==> src/rtl/muldiv_pkg.sv <==
// muldiv_pkg: shared RV32M operation encoding and iteration constants
package muldiv_pkg;
  localparam int XLEN = 32;
  localparam int MULDIV_ITER = 32;
  typedef enum logic [2:0] {
    OP_MUL    = 3'b000,
    OP_MULH   = 3'b001,
    OP_MULHSU = 3'b010,
    OP_MULHU  = 3'b011,
    OP_DIV    = 3'b100,
    OP_DIVU   = 3'b101,
    OP_REM    = 3'b110,
    OP_REMU   = 3'b111
  } muldiv_op_e;
endpackage

==> src/rtl/muldiv_unit.sv <==
// muldiv_unit: iterative RV32M multiply/divide, 32 iterations then a one-cycle register write
module muldiv_unit
  import muldiv_pkg::*;
(
  input  logic        clk_i,
  input  logic        rst_ni,
  input  logic        start_i,
  input  logic [2:0]  funct3_i,
  input  logic [31:0] rs1_data_i,
  input  logic [31:0] rs2_data_i,
  input  logic [4:0]  rd_addr_i,
  output logic        busy_o,
  output logic        rd_wren_o,
  output logic [4:0]  rd_addr_o,
  output logic [31:0] rd_data_o
);
  typedef enum logic [1:0] {IDLE, CALC, FINISH} state_e;
  state_e state;
  muldiv_op_e op, fin;
  logic [5:0] cnt;
  logic [4:0] rd;
  logic [XLEN-1:0] opd, a_mag, b_mag, quo, rmd, result;
  logic [63:0] acc, acc_nxt, prod;
  logic [32:0] rem, rem_nxt, r_sh, diff, mul_sum;
  logic neg_res, neg_rem, a_neg, b_neg, in_div, is_div;
  assign fin = muldiv_op_e'(funct3_i);
  assign in_div = funct3_i[2];
  assign a_neg = (fin inside {OP_MULH, OP_MULHSU, OP_DIV, OP_REM}) & rs1_data_i[31];
  assign b_neg = (fin inside {OP_MULH, OP_DIV, OP_REM}) & rs2_data_i[31];
  assign a_mag = a_neg ? -rs1_data_i : rs1_data_i;
  assign b_mag = b_neg ? -rs2_data_i : rs2_data_i;
  assign is_div = op[2];
  // Multiply keeps the multiplier in the low half and shifts the growing product in from the top
  assign mul_sum = {1'b0, acc[63:32]} + (acc[0] ? {1'b0, opd} : 33'd0);
  assign r_sh = {rem[31:0], acc[31]};
  assign diff = r_sh - {1'b0, opd};
  assign acc_nxt = is_div ? {32'd0, acc[30:0], ~diff[32]} : {mul_sum, acc[31:1]};
  assign rem_nxt = is_div && !diff[32] ? diff : r_sh;
  assign prod = neg_res ? -acc_nxt : acc_nxt;
  assign quo = neg_res ? -acc_nxt[31:0] : acc_nxt[31:0];
  assign rmd = neg_rem ? -rem_nxt[31:0] : rem_nxt[31:0];
  assign result = op == OP_MUL ? prod[31:0] : !is_div ? prod[63:32] : op[1] ? rmd : quo;
  always_ff @(posedge clk_i or negedge rst_ni) begin
    if (!rst_ni) begin
      state <= IDLE;
      op <= OP_MUL;
      cnt <= '0;
      rd <= '0;
      opd <= '0;
      acc <= '0;
      rem <= '0;
      neg_res <= 1'b0;
      neg_rem <= 1'b0;
      busy_o <= 1'b0;
      rd_wren_o <= 1'b0;
      rd_addr_o <= '0;
      rd_data_o <= '0;
    end else begin
      case (state)
        IDLE: if (start_i) begin
          state <= CALC;
          op <= fin;
          rd <= rd_addr_i;
          cnt <= '0;
          opd <= in_div ? b_mag : a_mag;
          acc <= {32'd0, in_div ? a_mag : b_mag};
          rem <= '0;
          // Divide by zero keeps the all-ones quotient unsigned; remainder still follows the dividend
          neg_res <= (a_neg ^ b_neg) & ~(in_div & (rs2_data_i == '0));
          neg_rem <= a_neg;
          busy_o <= 1'b1;
        end
        CALC: begin
          acc <= acc_nxt;
          rem <= rem_nxt;
          cnt <= cnt + 6'd1;
          if (cnt == 6'(MULDIV_ITER - 1)) begin
            state <= FINISH;
            rd_wren_o <= rd != '0;
            rd_addr_o <= rd;
            rd_data_o <= result;
          end
        end
        FINISH: begin
          state <= IDLE;
          busy_o <= 1'b0;
          rd_wren_o <= 1'b0;
          rd_addr_o <= '0;
          rd_data_o <= '0;
        end
        default: state <= IDLE;
      endcase
    end
  end
endmodule
==> config.mk <==
export PLATFORM = sky130hd
export DESIGN_NAME = muldiv_unit
export DESIGN_NICKNAME = d
export VERILOG_FILES = /design/src/rtl/muldiv_pkg.sv /design/src/rtl/muldiv_unit.sv
export SDC_FILE = /design/constraint.sdc
export NUM_CORES = 1
export LEC_CHECK = 0
export CORE_MARGIN = 3
export CORE_UTILIZATION = 50
export CTS_CLUSTER_DIAMETER = 30
export DETAILED_ROUTE_END_ITERATION = 8
export DONT_BUFFER_PORTS = 1
export SLEW_MARGIN = 0
export SYNTH_ARGS = -nofsm -noshare
export SYNTH_HDL_FRONTEND = slang
export SYNTH_SLANG_ARGS = --single-unit
export TNS_END_PERCENT = 30
==> constraint.sdc <==
create_clock -name clk_i -period 12.55 [get_ports clk_i]
set_input_delay 1.255 -clock clk_i [delete_from_list [all_inputs] [get_ports clk_i]]
set_output_delay 1.255 -clock clk_i [all_outputs]
set_load 0.05 [all_outputs]
[Yosys cells after proc, flatten, opt, wreduce, memory -nomap -nowiden]
Cells that the tools add are included.
Cells by class
  bitwise operators: 7
  add/subtract/negate cells: 8
  reductions and logical operators: 16
  muxes and demuxes: 30
  eq/ne operators: 9
Operators by type and width (number)
  2-to-1 mux 32 bit: 13
  2-to-1 mux 64 bit: 3
  negator 32 bit: 4
  one-hot mux 32 bit (2 select lines): 2
  one-hot mux 64 bit (2 select lines): 1
  negator 64 bit: 1
  adder 32 x 32 -> 33 bit: 1
  subtractor 33 x 32 -> 33 bit: 1
  zero test 32 bit: 1
  one-hot mux 6 bit (2 select lines): 1
  one-hot mux 5 bit (2 select lines): 1
  AND reduction 2 bit: 5
  adder 6 x 1 -> 6 bit, second input constant: 1
  equality test 3 bit, second input constant: 2
  equality test 6 x 5 -> 1 bit, second input constant: 1
  2-to-1 mux 6 bit: 1
  nonzero test 2 bit: 3
  2-to-1 mux 5 bit: 1
  nonzero test 5 bit: 1
  AND 1 bit: 4
  2-to-1 mux 2 bit: 2
  inequality test 2 bit, second input constant: 2
  one-hot mux 1 bit (2 select lines): 2
  one-hot mux 2 bit (2 select lines): 1
  other kinds (13): 15
Storage, ports and cells
  register bits: 185
  word-level logic and storage cells: 83
  input bits: 75

[Depth between registers and ports, before layout]
  depth after elaboration: 11
  mapped depth: 26

[Worst setup path after synthesis]
Ideal clock, no wire load.
  path type: flip-flop to flip-flop
  start: reg acc[31]
  end: reg rd_data_o[26]
  setup slack: 6.887 ns
  setup time: 0.118 ns
  period minus slack after synthesis: 5.663 ns
  stages on the path, launching flop included: 26
  arrival: 5.545 ns
  path buffers: 3
  required time: 12.432 ns
  path through: dfrtp_1 -> inv_1 -> ha_1 -> fa_1 -> nor2b_1 -> o31a_1 -> o31ai_4 -> a211oi_2 -> o311ai_2 -> nand2_1 -> buf_2 -> buf_4 -> buf_4 -> a21oi_1 -> ha_1 -> o221ai_1 -> nor3_1 -> and3_1 -> o2111ai_1 -> or3_1 -> nand3b_1 -> or2_1 -> o21ai_0 -> xnor2_1 -> a21oi_1 -> a21o_1
On the way
  longest elaborated chain between the ends: 11
RTL lines
  start: declaration: line muldiv_unit.sv:23  | logic [63:0] acc, acc_nxt, prod;
  start signal: assignment: line muldiv_unit.sv:66  | acc <= {32'd0, in_div ? a_mag : b_mag};
  start signal: assignment: line muldiv_unit.sv:74  | acc <= acc_nxt;
  subtractor 33 x 32 -> 33 bit: line muldiv_unit.sv:36  | assign diff = r_sh - {1'b0, opd};
  zero test 1 bit: line muldiv_unit.sv:38  | assign rem_nxt = is_div && !diff[32] ? diff : r_sh;
  logical AND 1 bit: line muldiv_unit.sv:38
  2-to-1 mux 32 bit: line muldiv_unit.sv:38
  negator 32 bit: line muldiv_unit.sv:41  | assign rmd = neg_rem ? -rem_nxt[31:0] : rem_nxt[31:0];
  2-to-1 mux 32 bit: line muldiv_unit.sv:41
  2-to-1 mux 32 bit (2 in series): line muldiv_unit.sv:42  | assign result = op == OP_MUL ? prod[31:0] : !is_div ? prod[63:32] : op[1] ? rmd : quo;
  2-to-1 mux 32 bit *: line muldiv_unit.sv:42
  2-to-1 mux 32 bit *: line muldiv_unit.sv:77  | if (cnt == 6'(MULDIV_ITER - 1)) begin
  one-hot mux 32 bit (2 select lines) *: line muldiv_unit.sv:59  | case (state)
  end signal: assignment: line muldiv_unit.sv:81  | rd_data_o <= result;
  end: declaration: line muldiv_unit.sv:15  | output logic [31:0] rd_data_o
Mark *: on every way between the ends. The rest lies on a longest branch, timed or not. The select of a mux whose other input is x is not followed.
A chain may end at the register's enable or synchronous reset.

[Worst setup path in the final report]
  start: reg acc[31]
  end: reg rd_data_o[28]
Same word-level chain as after synthesis.

==> impl_results.md <==
* Run status: completed
* CP Launch Type: flip-flop
* Avg Cell Area, Syn at between 7 and 8 µm²
* Fillers at about 3400
* Post-synthesis sequential area ratio at between 20% and 30%
* Initial drt markers at roughly 1900
* Detailed-route DRC error count at 0
* Initial Utilization at between 50% and 60%
* Post-DP HPWL at 54.02 mm
* Reg area at approximately 4600 µm²
* Syn_nets at 2468
* Post-Syn Instances at roughly 2300
* Setup violations, final at 0
* Net Sw Power at roughly 2.7 mW
* Worst r2r src: acc[31]
* Static Leakage at ~7.6 nW
* Area of the multi-input gates at 12250 µm²
* Predominant post-synthesis flop cell: dfrtp_1
* Deepest level of the CTS H-tree at 4
* Hold Fails Final Rpt at 0
* Inserted Clock Buffers at 17
* Mapped Area at about 18000 µm²
* Detail-routed via count per cell at 6.679
* RSZ-0062 raised after global routing: no
* Area added between synthesis and finish at 3.642%
* DP Area at approximately 18000 µm²
* TritonRoute pass-1 iters at 6
* Rel. slew slack at about 15%
* Flop pwr share at about a fifth
* Initial antenna violation count at 1
* Final Cell Area at around 19000 µm²
* Worst-path clk slew at approximately 0.090 ns
* Int Power at roughly 2.2 mW
* Post-synth cell types at 103
* Seq cells post-synth at between 150 and 200
* Number of synthesized flops with an enable pin at 0
* Port-buffer cells at 0
* Row count at 68
* Die W at 195.0 µm
* Worst Hold Class: in -> async
* First-pass GRT wire length at ~110 mm
* Post-synthesis async set-or-reset flop share at 100.0%
* Maximum VDD drop at roughly 0.19 mV
* CTS tree: yes
* Reg2reg path depth at 20
* Crit path max fanout at 17
* Setup bufs post-CTS at 0
* Post-DR wirelength/cell at 26.09 µm
* Crit path kind: reg -> reg
* Root Buffer: clkbuf_16
* Sw frac at 55.12%
* Worst Setup End Kind: flip-flop
* Clock power share at roughly an eighth
* Nets at 2365
* Diodes inserted at 0
* Clk buf depth at 2
* Via count at ~18000
* Die Span Y at around 200 µm
* Pin count of the biggest net entering global routing at roughly 190
* Clk Latency, worst-skew pair at around 0.47 ns
* Fmax at between 100 and 150 MHz
* Final Cycle Share at a little over half
* Post-CTS resize count at 0
* Final Skew at 0.01883 ns
* Combinational fraction of design power at between 60% and 70%
* I/O Pins at around 110
* Power density cells at between 200 and 300 nW/µm²
* Fin crit period at just under 7 ns
* Worst Setup SP: acc[31]
* Core region area at about 35000 µm²
* Setup TNS at 0 ns
* Synth warn at 0
* Final ANT Viol Nets at 0
* Slew Limit Fails at 0
* Gr usage total at about 36%
* Vias in the first global route at about 17000
* Critical Path AT at approximately 7.1 ns
* Required @ worst endpoint at between 10 and 15 ns
* Detailed-route wire length at about 70 mm
* GPL Wtd Cong at between 0.9 and 1
* Worst-margin pin slew at ~1.3 ns
* Share of cells above drive strength 1 at 5.421%
* Maxcap violations at 0
* Hold_buf cts at 0
* Clock Sinks at between 150 and 200
* Worst R2R End: rd_data_o[28]
* GR Overflow Total at 0
* R2r setup slk at between 5 and 6 ns
* Die area at 38040 µm²
* Final Util at roughly 53%
[state kept, by name, indices dropped and copies added, names as in the netlist]
register   flops
rd_wren_o      1
neg_res        1
rd_addr_o      5
busy_o         1
neg_rem        1
rd_data_o     32
opd           32
op             3
rem           32
state          2
acc           64
cnt            6
rd             5
[critical path: stages, from the launching register on]
cell	delay, ns
dfrtp_1	0.44
inv_1	0.09
ha_1	0.21
fa_1	0.45
nor2b_1	0.24
o31a_1	0.35
o31ai_4	0.15
a211oi_2	0.34
or4_1	0.64
nand2_1	0.23
a21oi_1	0.34
ha_1	0.29
o221ai_1	0.19
nor3_1	0.46
and3_1	0.33
o2111ai_1	0.17
nor3_1	0.41
nand3_1	0.15
or4b_2	0.68
o311ai_0	0.33
o21ai_0	0.13
[area by class of cell]
type,count,share of cell area [%]
multi-input cells,1915,66.13
flip-flops and latches,185,25.03
well taps,455,3.074
clock buffers,17,2.297
inverters,82,1.662
clock inverters,15,1.074
repair buffers,18,0.7297
[worst max-delay path by stage]
stage,to,depth (start not counted)
after global placement,rd_data_o[26],22
after global routing,rd_data_o[28],20
after floorplan,rd_data_o[26],25
after CTS,rd_data_o[28],20
after detailed placement,rd_data_o[28],20
final,rd_data_o[28],20
[power groups by stage]
stage	logic, mW	clock network, mW	registers (mW)
after global routing	3.62	0.627	1.00
after global placement	3.24	0	0.977
after detailed placement	3.27	0	0.984
after CTS	3.29	0.603	0.974
after floorplan	2.40	0	0.905
final	3.37	0.603	0.983
[kinds of logic (layout without fill, tap and decap cells)]
kind of cell / after synthesis / in the layout / synth area share (%)
mux: 74 / 74 / 4.209
fa+ha+maj: 71 / 71 / 5.056
buf+inv: 222 / 132 / 5.686
xor+xnor: 173 / 173 / 8.480
flops: 185 / 185 / 25.91
compound gates: 776 / 776 / 29.15
simple gates: 821 / 821 / 21.51
[cell usage after synthesis (all sizes together), types with 30 or more instances]
cell type	n	area share, %
a22o	40	2.0
xnor2	99	4.9
nor2	199	4.2
mux2i	68	3.8
nand3	45	1.3
nand2	310	6.5
o31ai	48	2.1
a21o	31	1.4
xor2	74	3.6
clkbuf	113	3.1
dfrtp	185	26
ha	69	4.8
o21ai	228	6.4
o211ai	30	1.3
o221ai	37	1.8
nor3	72	2.1
a21oi	162	4.6
inv	81	1.7
[per-layer routing]
metal  vias to the layer above  share of wire (%)  wire length, µm  global-route usage [%]
met2                       797                 44            30790                   54.94
met5                         -                  0                0                       0
met1                      8692                 42            29300                   47.67
met4                         0                6.0             4232                   18.22
li1                       8301                  -                -                       -
met3                       157                8.3             5784                   7.367
[stage by stage]
stage | power (mW) | cells | hold WS [ns] | setup WS (ns)
floorplan | 3.303 | 2322 | 0.4498 | 6.887
global placement | 4.216 | 2655 | 0.4644 | 6.223
detailed placement | 4.249 | 2655 | 0.4763 | 6.047
CTS | 4.865 | 2687 | 0.4763 | 6.000
global route | 5.249 | 2687 | 0.4700 | 5.399
finish | 4.954 | 2687 | 0.4762 | 5.784
[cells in the final DEF (no fill, tap or decap), types with 14 or more instances in the layout]
| cell type | count |
|---|---|
| nor2_1 | 197 |
| mux2i_1 | 68 |
| nor4_1 | 15 |
| o21a_1 | 21 |
| dfrtp_1 | 183 |
| o221ai_1 | 36 |
| nand4_1 | 19 |
| buf_4 | 18 |
| xor2_1 | 74 |
| o21ai_0 | 222 |
| o31ai_1 | 46 |
| a21oi_1 | 159 |
| nor3_1 | 70 |
| o211ai_1 | 30 |
| a22o_1 | 39 |
| inv_1 | 81 |
| and3_1 | 18 |
| xnor2_1 | 99 |
| and2_1 | 21 |
| a221oi_1 | 14 |
| clkbuf_16 | 17 |
| or3_1 | 27 |
| ha_1 | 69 |
| a31oi_1 | 14 |
| a21o_1 | 27 |
| a211oi_1 | 25 |
| nand3_1 | 45 |
| nand2_1 | 310 |
(Power assumes the default switching activity.)
